===== src/rtl/stall_flush_ctrl.sv =====
// Pipeline stall/flush controller: load-use bubbles, branch flushes and mul/div stalls with a watchdog.
// Optional performance counters are compiled in when HAZ_PERF_CNT_EN is defined.
module stall_flush_ctrl #(
    parameter int unsigned MD_TIMEOUT_CYC = 40
) (
    input  logic        clk_i,
    input  logic        reset_i,
    input  logic        bubble_i,
    input  logic        branch_taken_i,
    input  logic        md_busy_i,
    output logic        pc_write_o,
    output logic        ifid_write_o,
    output logic        ifid_flush_o,
    output logic        idex_write_o,
    output logic        idex_nop_o,
    output logic        exmem_nop_o,
    output logic        md_timeout_o
`ifdef HAZ_PERF_CNT_EN
    ,
    output logic [31:0] stall_cnt_o,
    output logic [31:0] flush_cnt_o
`endif
);

    typedef enum logic [1:0] {
        ST_RUN,
        ST_LD_STALL,
        ST_MD_WAIT
    } state_e;

    state_e     state_q, state_d;
    logic [5:0] wait_cnt_q, wait_cnt_d;
    logic       md_timeout_q;
    logic       timeout_set;

    // NOTE: every output gets its idle value first so no branch leaves one unassigned (no latch).
    always_comb begin
        pc_write_o   = 1'b1;
        ifid_write_o = 1'b1;
        ifid_flush_o = 1'b0;
        idex_write_o = 1'b1;
        idex_nop_o   = 1'b0;
        exmem_nop_o  = 1'b0;
        state_d      = ST_RUN;

        if (reset_i) begin
            // Freeze the front end and squash everything in flight while reset is held.
            pc_write_o   = 1'b0;
            ifid_write_o = 1'b0;
            ifid_flush_o = 1'b1;
            idex_write_o = 1'b0;
            idex_nop_o   = 1'b1;
            exmem_nop_o  = 1'b1;
        end else if (md_busy_i) begin
            pc_write_o   = 1'b0;
            ifid_write_o = 1'b0;
            idex_write_o = 1'b0;
            exmem_nop_o  = 1'b1;
            state_d      = ST_MD_WAIT;
        end else if (branch_taken_i) begin
            ifid_flush_o = 1'b1;
            idex_nop_o   = 1'b1;
        end else if (bubble_i && state_q == ST_RUN) begin
            // Only RUN honours a bubble, so each load-use pair costs exactly one cycle.
            pc_write_o   = 1'b0;
            ifid_write_o = 1'b0;
            idex_nop_o   = 1'b1;
            state_d      = ST_LD_STALL;
        end
    end

    always_comb begin
        wait_cnt_d = 6'd0;
        if (md_busy_i) begin
            wait_cnt_d = (wait_cnt_q == 6'd63) ? 6'd63 : wait_cnt_q + 6'd1;
        end
    end

    assign timeout_set  = md_busy_i && (32'(wait_cnt_d) == MD_TIMEOUT_CYC);
    assign md_timeout_o = md_timeout_q;

    // NOTE: registered state uses non-blocking assignments so all flops update together.
    always_ff @(posedge clk_i or posedge reset_i) begin
        if (reset_i) begin
            state_q      <= ST_RUN;
            wait_cnt_q   <= 6'd0;
            md_timeout_q <= 1'b0;
        end else begin
            state_q    <= state_d;
            wait_cnt_q <= wait_cnt_d;
            if (timeout_set) begin
                md_timeout_q <= 1'b1;
            end
        end
    end

`ifdef HAZ_PERF_CNT_EN
    logic [31:0] stall_cnt_q, flush_cnt_q;

    always_ff @(posedge clk_i or posedge reset_i) begin
        if (reset_i) begin
            stall_cnt_q <= 32'd0;
            flush_cnt_q <= 32'd0;
        end else begin
            if (!pc_write_o) begin
                stall_cnt_q <= stall_cnt_q + 32'd1;
            end
            if (ifid_flush_o) begin
                flush_cnt_q <= flush_cnt_q + 32'd1;
            end
        end
    end

    assign stall_cnt_o = stall_cnt_q;
    assign flush_cnt_o = flush_cnt_q;
`endif

endmodule

===== config.mk =====
export PLATFORM = sky130hd
export DESIGN_NAME = stall_flush_ctrl
export DESIGN_NICKNAME = d
export VERILOG_FILES = /design/src/rtl/stall_flush_ctrl.sv
export SDC_FILE = /design/constraint.sdc
export NUM_CORES = 1
export LEC_CHECK = 0
export ABC_CLOCK_PERIOD_IN_PS = 4100
export CORE_AREA = 5 5 42 44
export CTS_CLUSTER_DIAMETER = 60
export DETAILED_ROUTE_END_ITERATION = 10
export DIE_AREA = 0 0 47 49
export PLACE_DENSITY = 0.6
export SYNTH_ARGS = -nofsm -noshare
export SYNTH_HDL_FRONTEND = slang
export SYNTH_SLANG_ARGS = --single-unit

===== constraint.sdc =====
create_clock -name clk_i -period 4.1 [get_ports clk_i]
set_clock_uncertainty 0.1 [all_clocks]
set_input_delay 0.82 -clock clk_i [delete_from_list [all_inputs] [get_ports clk_i]]
set_output_delay 0.82 -clock clk_i [all_outputs]
set_load 0.05 [all_outputs]

== After elaboration in Yosys (flattened, before gate mapping) ==
Index checks and enable logic that the tools add are counted.
Storage, ports and cells
  RAM bits: 0
  register bits: 9
  ROM bits: 0
  memories kept: 0
  word-level logic and storage cells: 30
  latch bits: 0
Operators by class
  equal/unequal tests: 2
  multiply operators: 0
  magnitude comparators: 0
  bitwise logic cells: 0
  div/mod/pow operators: 0
  reduce and logical (&&, ||, !) cells: 3
  mux-type cells: 21
  $add $sub $neg: 1
  shifts and indexed selects: 0
Operators with widths (number)
  2-to-1 mux 1 bit: 17
  equality test 6 bit, second input constant: 2
  2-to-1 mux 6 bit: 2
  adder 6 x 1 -> 6 bit, second input constant: 1
  2-to-1 mux 2 bit: 2
  logical AND 1 bit: 2
  logical NOT 2 bit: 1

== Logic depth before layout (Yosys ltp) ==
Gate-level depths: netlist of the first run.
  depth after elaboration: 6
  gate-level depth with buffers: 5
  mapped depth without buffers: 5

== Worst setup path after synthesis of the first run ==
OpenSTA, ideal clock, no wires.
  path kind: in2out
  start: input reset_i
  end: output pc_write_o
  path buffers: 1
  setup slack: 580 ps
  cell stages on the path: 4
  required time: 3180 ps
  arrival time: 2600 ps
  cells stage by stage: inv_1 nand2_1 nor2_1 buf_4
Between the ends
  cells in the longest elaborated chain, start to end: 1
RTL lines
  from (decl): RTL line 7  | input logic reset_i,
  2-to-1 mux 1 bit
  to (decl): RTL line 11  | output logic pc_write_o,
No other way between the ends.

== Worst setup path after layout of the first run ==
  start: input md_busy_i
  end: output pc_write_o
Between the ends
  cells in the longest elaborated chain, start to end: 2
RTL lines
  from (decl): RTL line 10  | input logic md_busy_i,
  2-to-1 mux 1 bit: RTL line 54  | end else if (md_busy_i) begin
  2-to-1 mux 1 bit: RTL line 46  | if (reset_i) begin
No other way between the ends.

==> qor.yml, run 1 <==
outcome:
  status: "finished clean"
timing:
  setup-tns-final_ns: 0
  max_slew_margin: 0.662
  slew_viol_final: 0
  timing.final.crit_share: 0.868
  setup_viol: 0
  fin_crit_ns: 3.56
  hold_viol: 0
  fmax_mhz: 281
  rsz0062_at_grt: "false"
  tightest_slew_ns: 0.505
worst_setup_path:
  reg2reg_depth: 5
  worst_path_max_delay_cell: "clkdlybuf4s50_1"
  timing.rr.start: "wait_cnt_q[0]"
  cpMostUsedCell: "clkdlybuf4s50_1"
  crit_type: "in2out"
  critPathLaunchType: "input port"
  critPathArrivalTime_ns: 2.64
  worstSetupStartpoint: "md_busy_i"
  regToRegSetupSlack_ns: 2.54
  r2r-end: "md_timeout_o"
  crit_path_max_incr_delay_ns: 0.82
  critPathRequiredTime_ns: 3.18
  path_cells: "clkdlybuf4s50_1 > inv_1 > nand2_1 > nor2_1 > clkdlybuf4s50_1"
  critical_path.max_fanout: 7
  crit_end: "pc_write_o"
  end_kind: "primary output"
place:
  port-buffer-count: 11
  dp_hpwl_um: 733
  dp.cells: 78
  place_congestion: 0.791
worst_hold_path:
  hp-class: "reg2reg"
clock_tree:
  clk_latency_ns: 0.26
  tritoncts: "yes"
  ctsHoldBuffers: 0
  cts.clk_slew.worst_paths_ns: 0.05
  cts_num_sinks: 9
  postCtsSetupBuffers: 0
  cts_resized: 0
  cts_root_buffer: "clkbuf_4"
  h-tree-depth: 1
  cts.path.max_buffers: 2
  numCtsBuffers: 3
power:
  power_w: 0.000202
  powerDensity_nw_per_um2: 327
  leakagePower_nw: 0.268
  peakVddDrop_mv: 0.193
floorplan:
  rows: 14
  fp.dieH_um: 49
  io_pins: 12
  die-area_um2: 2300
  die_width_um: 47
  core_um2: 1400
  start_util: 0.329
global_routing:
  grt_use_total: 0.0954
  grt_max_degree: 10
  grt_pass1_vias: 366
  grt_overflow_total: 0
  antenna_found_initial: 0
  grt_first_pass_wirelength_mm: 1.55
detailed_routing:
  dr.pass1.iters: 4
  ant_nets: 0
  drcViolationCount: 0
  drt-vias-per-instance: 4.82
  drt_first_iter_violations: 3
  vias: 395
  drt-total-wl_um: 893
  wl_per_cell_um: 10.9
yosys:
  ys_types: 20
  synth.cell_area_um2: 460
  synthTopCellsByArea: "dfrtp_1 49%, nor2_1 6.5%, nand2_1 5.7%"
  netlist.top_cell.by_area: "dfrtp_1"
  yosys.area.top_type_share: 0.489
  ys_seq_area_frac: 0.489
  synthCells: 51
  synth_area_per_cell_um2: 9.03
  synth_fp_nets: 57
  synth.yosys.warnings: 0
  ys_ff_latch: 9
run:
  drv_cap: 0
finish:
  finalNonFillerCells: 82
  final_common_cell: "clkdlybuf4s50_1"
  layout-drive-gt1-share: 0.0758
  layout_common_cells: "11 x clkdlybuf4s50_1, 9 x dfrtp_1, 8 x nor2_1"
  fin_nets: 73
  syn_to_final_growth_pct: 34.0
  diodes: 0
[worst max-delay path, delay by kind of cell]
kind | cells | cell delay [ns]
buf+inv | 3 | 1.52
simple gates | 2 | 0.30
[power by group]
group | leakage (nW) | total, W | switching (W) | internal, W
combinational | 0.131 | 0.0000394 | 0.0000244 | 0.0000150
sequential | 0.122 | 0.0000952 | 0.00000328 | 0.0000919
clock | 0.0150 | 0.0000672 | 0.0000298 | 0.0000374
[synthesized netlist by cell type (all sizes together)]
cell type  count
nor4bb         1
nor3           4
a21o           1
o311a          1
a31oi          2
dfrtp          9
o21bai         2
a21oi          2
xor2           2
nand3          2
nor4           1
a31o           1
ha             1
buf            1
inv            4
nand2b         1
nor2           8
nand2          7
o21ai          1
[flip-flops by register name, indices dropped and copies added (netlist names)]
name / cells
wait_cnt_q: 6
state_q: 2
md_timeout_o: 1
[how the worst min path moves through the flow]
stage | end | slack [ns] | startpoint | cells past startpoint
2_1_floorplan | wait_cnt_q[0] | 0.39 | wait_cnt_q[0] | 1
3_3_place_gp | md_timeout_o | 0.36 | md_timeout_o | 1
3_5_place_dp | md_timeout_o | 0.37 | md_timeout_o | 1
4_1_cts | md_timeout_o | 0.38 | md_timeout_o | 1
5_1_grt | md_timeout_o | 0.41 | md_timeout_o | 1
6_report | md_timeout_o | 0.37 | md_timeout_o | 1
[final cells by class]
type                            count  area (µm²)
Timing Repair Buffer               12         118
Inverter                            4        15.0
Tap cell                           16        20.0
Multi-Input combinational cell     37         213
Clock buffer                        4        26.3
Fill cell                         145         785
Sequential cell                     9         225
[stage by stage]
stage	worst slack (ns)	utilization	area (µm²)	hold WS, ns
2_1_floorplan	0.580	-	460	0.388
3_3_place_gp	0.572	0.421	591	0.364
3_5_place_dp	0.537	0.421	591	0.366
4_1_cts	0.538	0.440	617	0.379
5_1_grt	0.417	0.440	617	0.410
6_report	0.543	0.440	617	0.373
[per-layer routing]
layer  track usage  up-vias  wire, µm
met1         0.116      186       381
met2         0.133        4       470
met4        0.0276        0         0
met3        0.0664        0        42
met5             0        -         0
li1              -      205         -
[cells by family after synthesis]
family / Yosys count / synth area share
AO/OA/AOI/OAI: 10 / 0.149
XOR/XNOR: 2 / 0.0381
adder cells (fa/ha/maj): 1 / 0.0272
buffers and inverters: 5 / 0.0489
flip-flops: 9 / 0.489
AND/OR/NAND/NOR: 24 / 0.247
No activity file was read; power rests on OpenSTA's default activity.
==> run 2: changes to the inputs <==
- GPL_ROUTABILITY_DRIVEN: unset -> 0
==> results of run 2 <==
No change in the layout: final DEF, timing and power equal those of run 1.
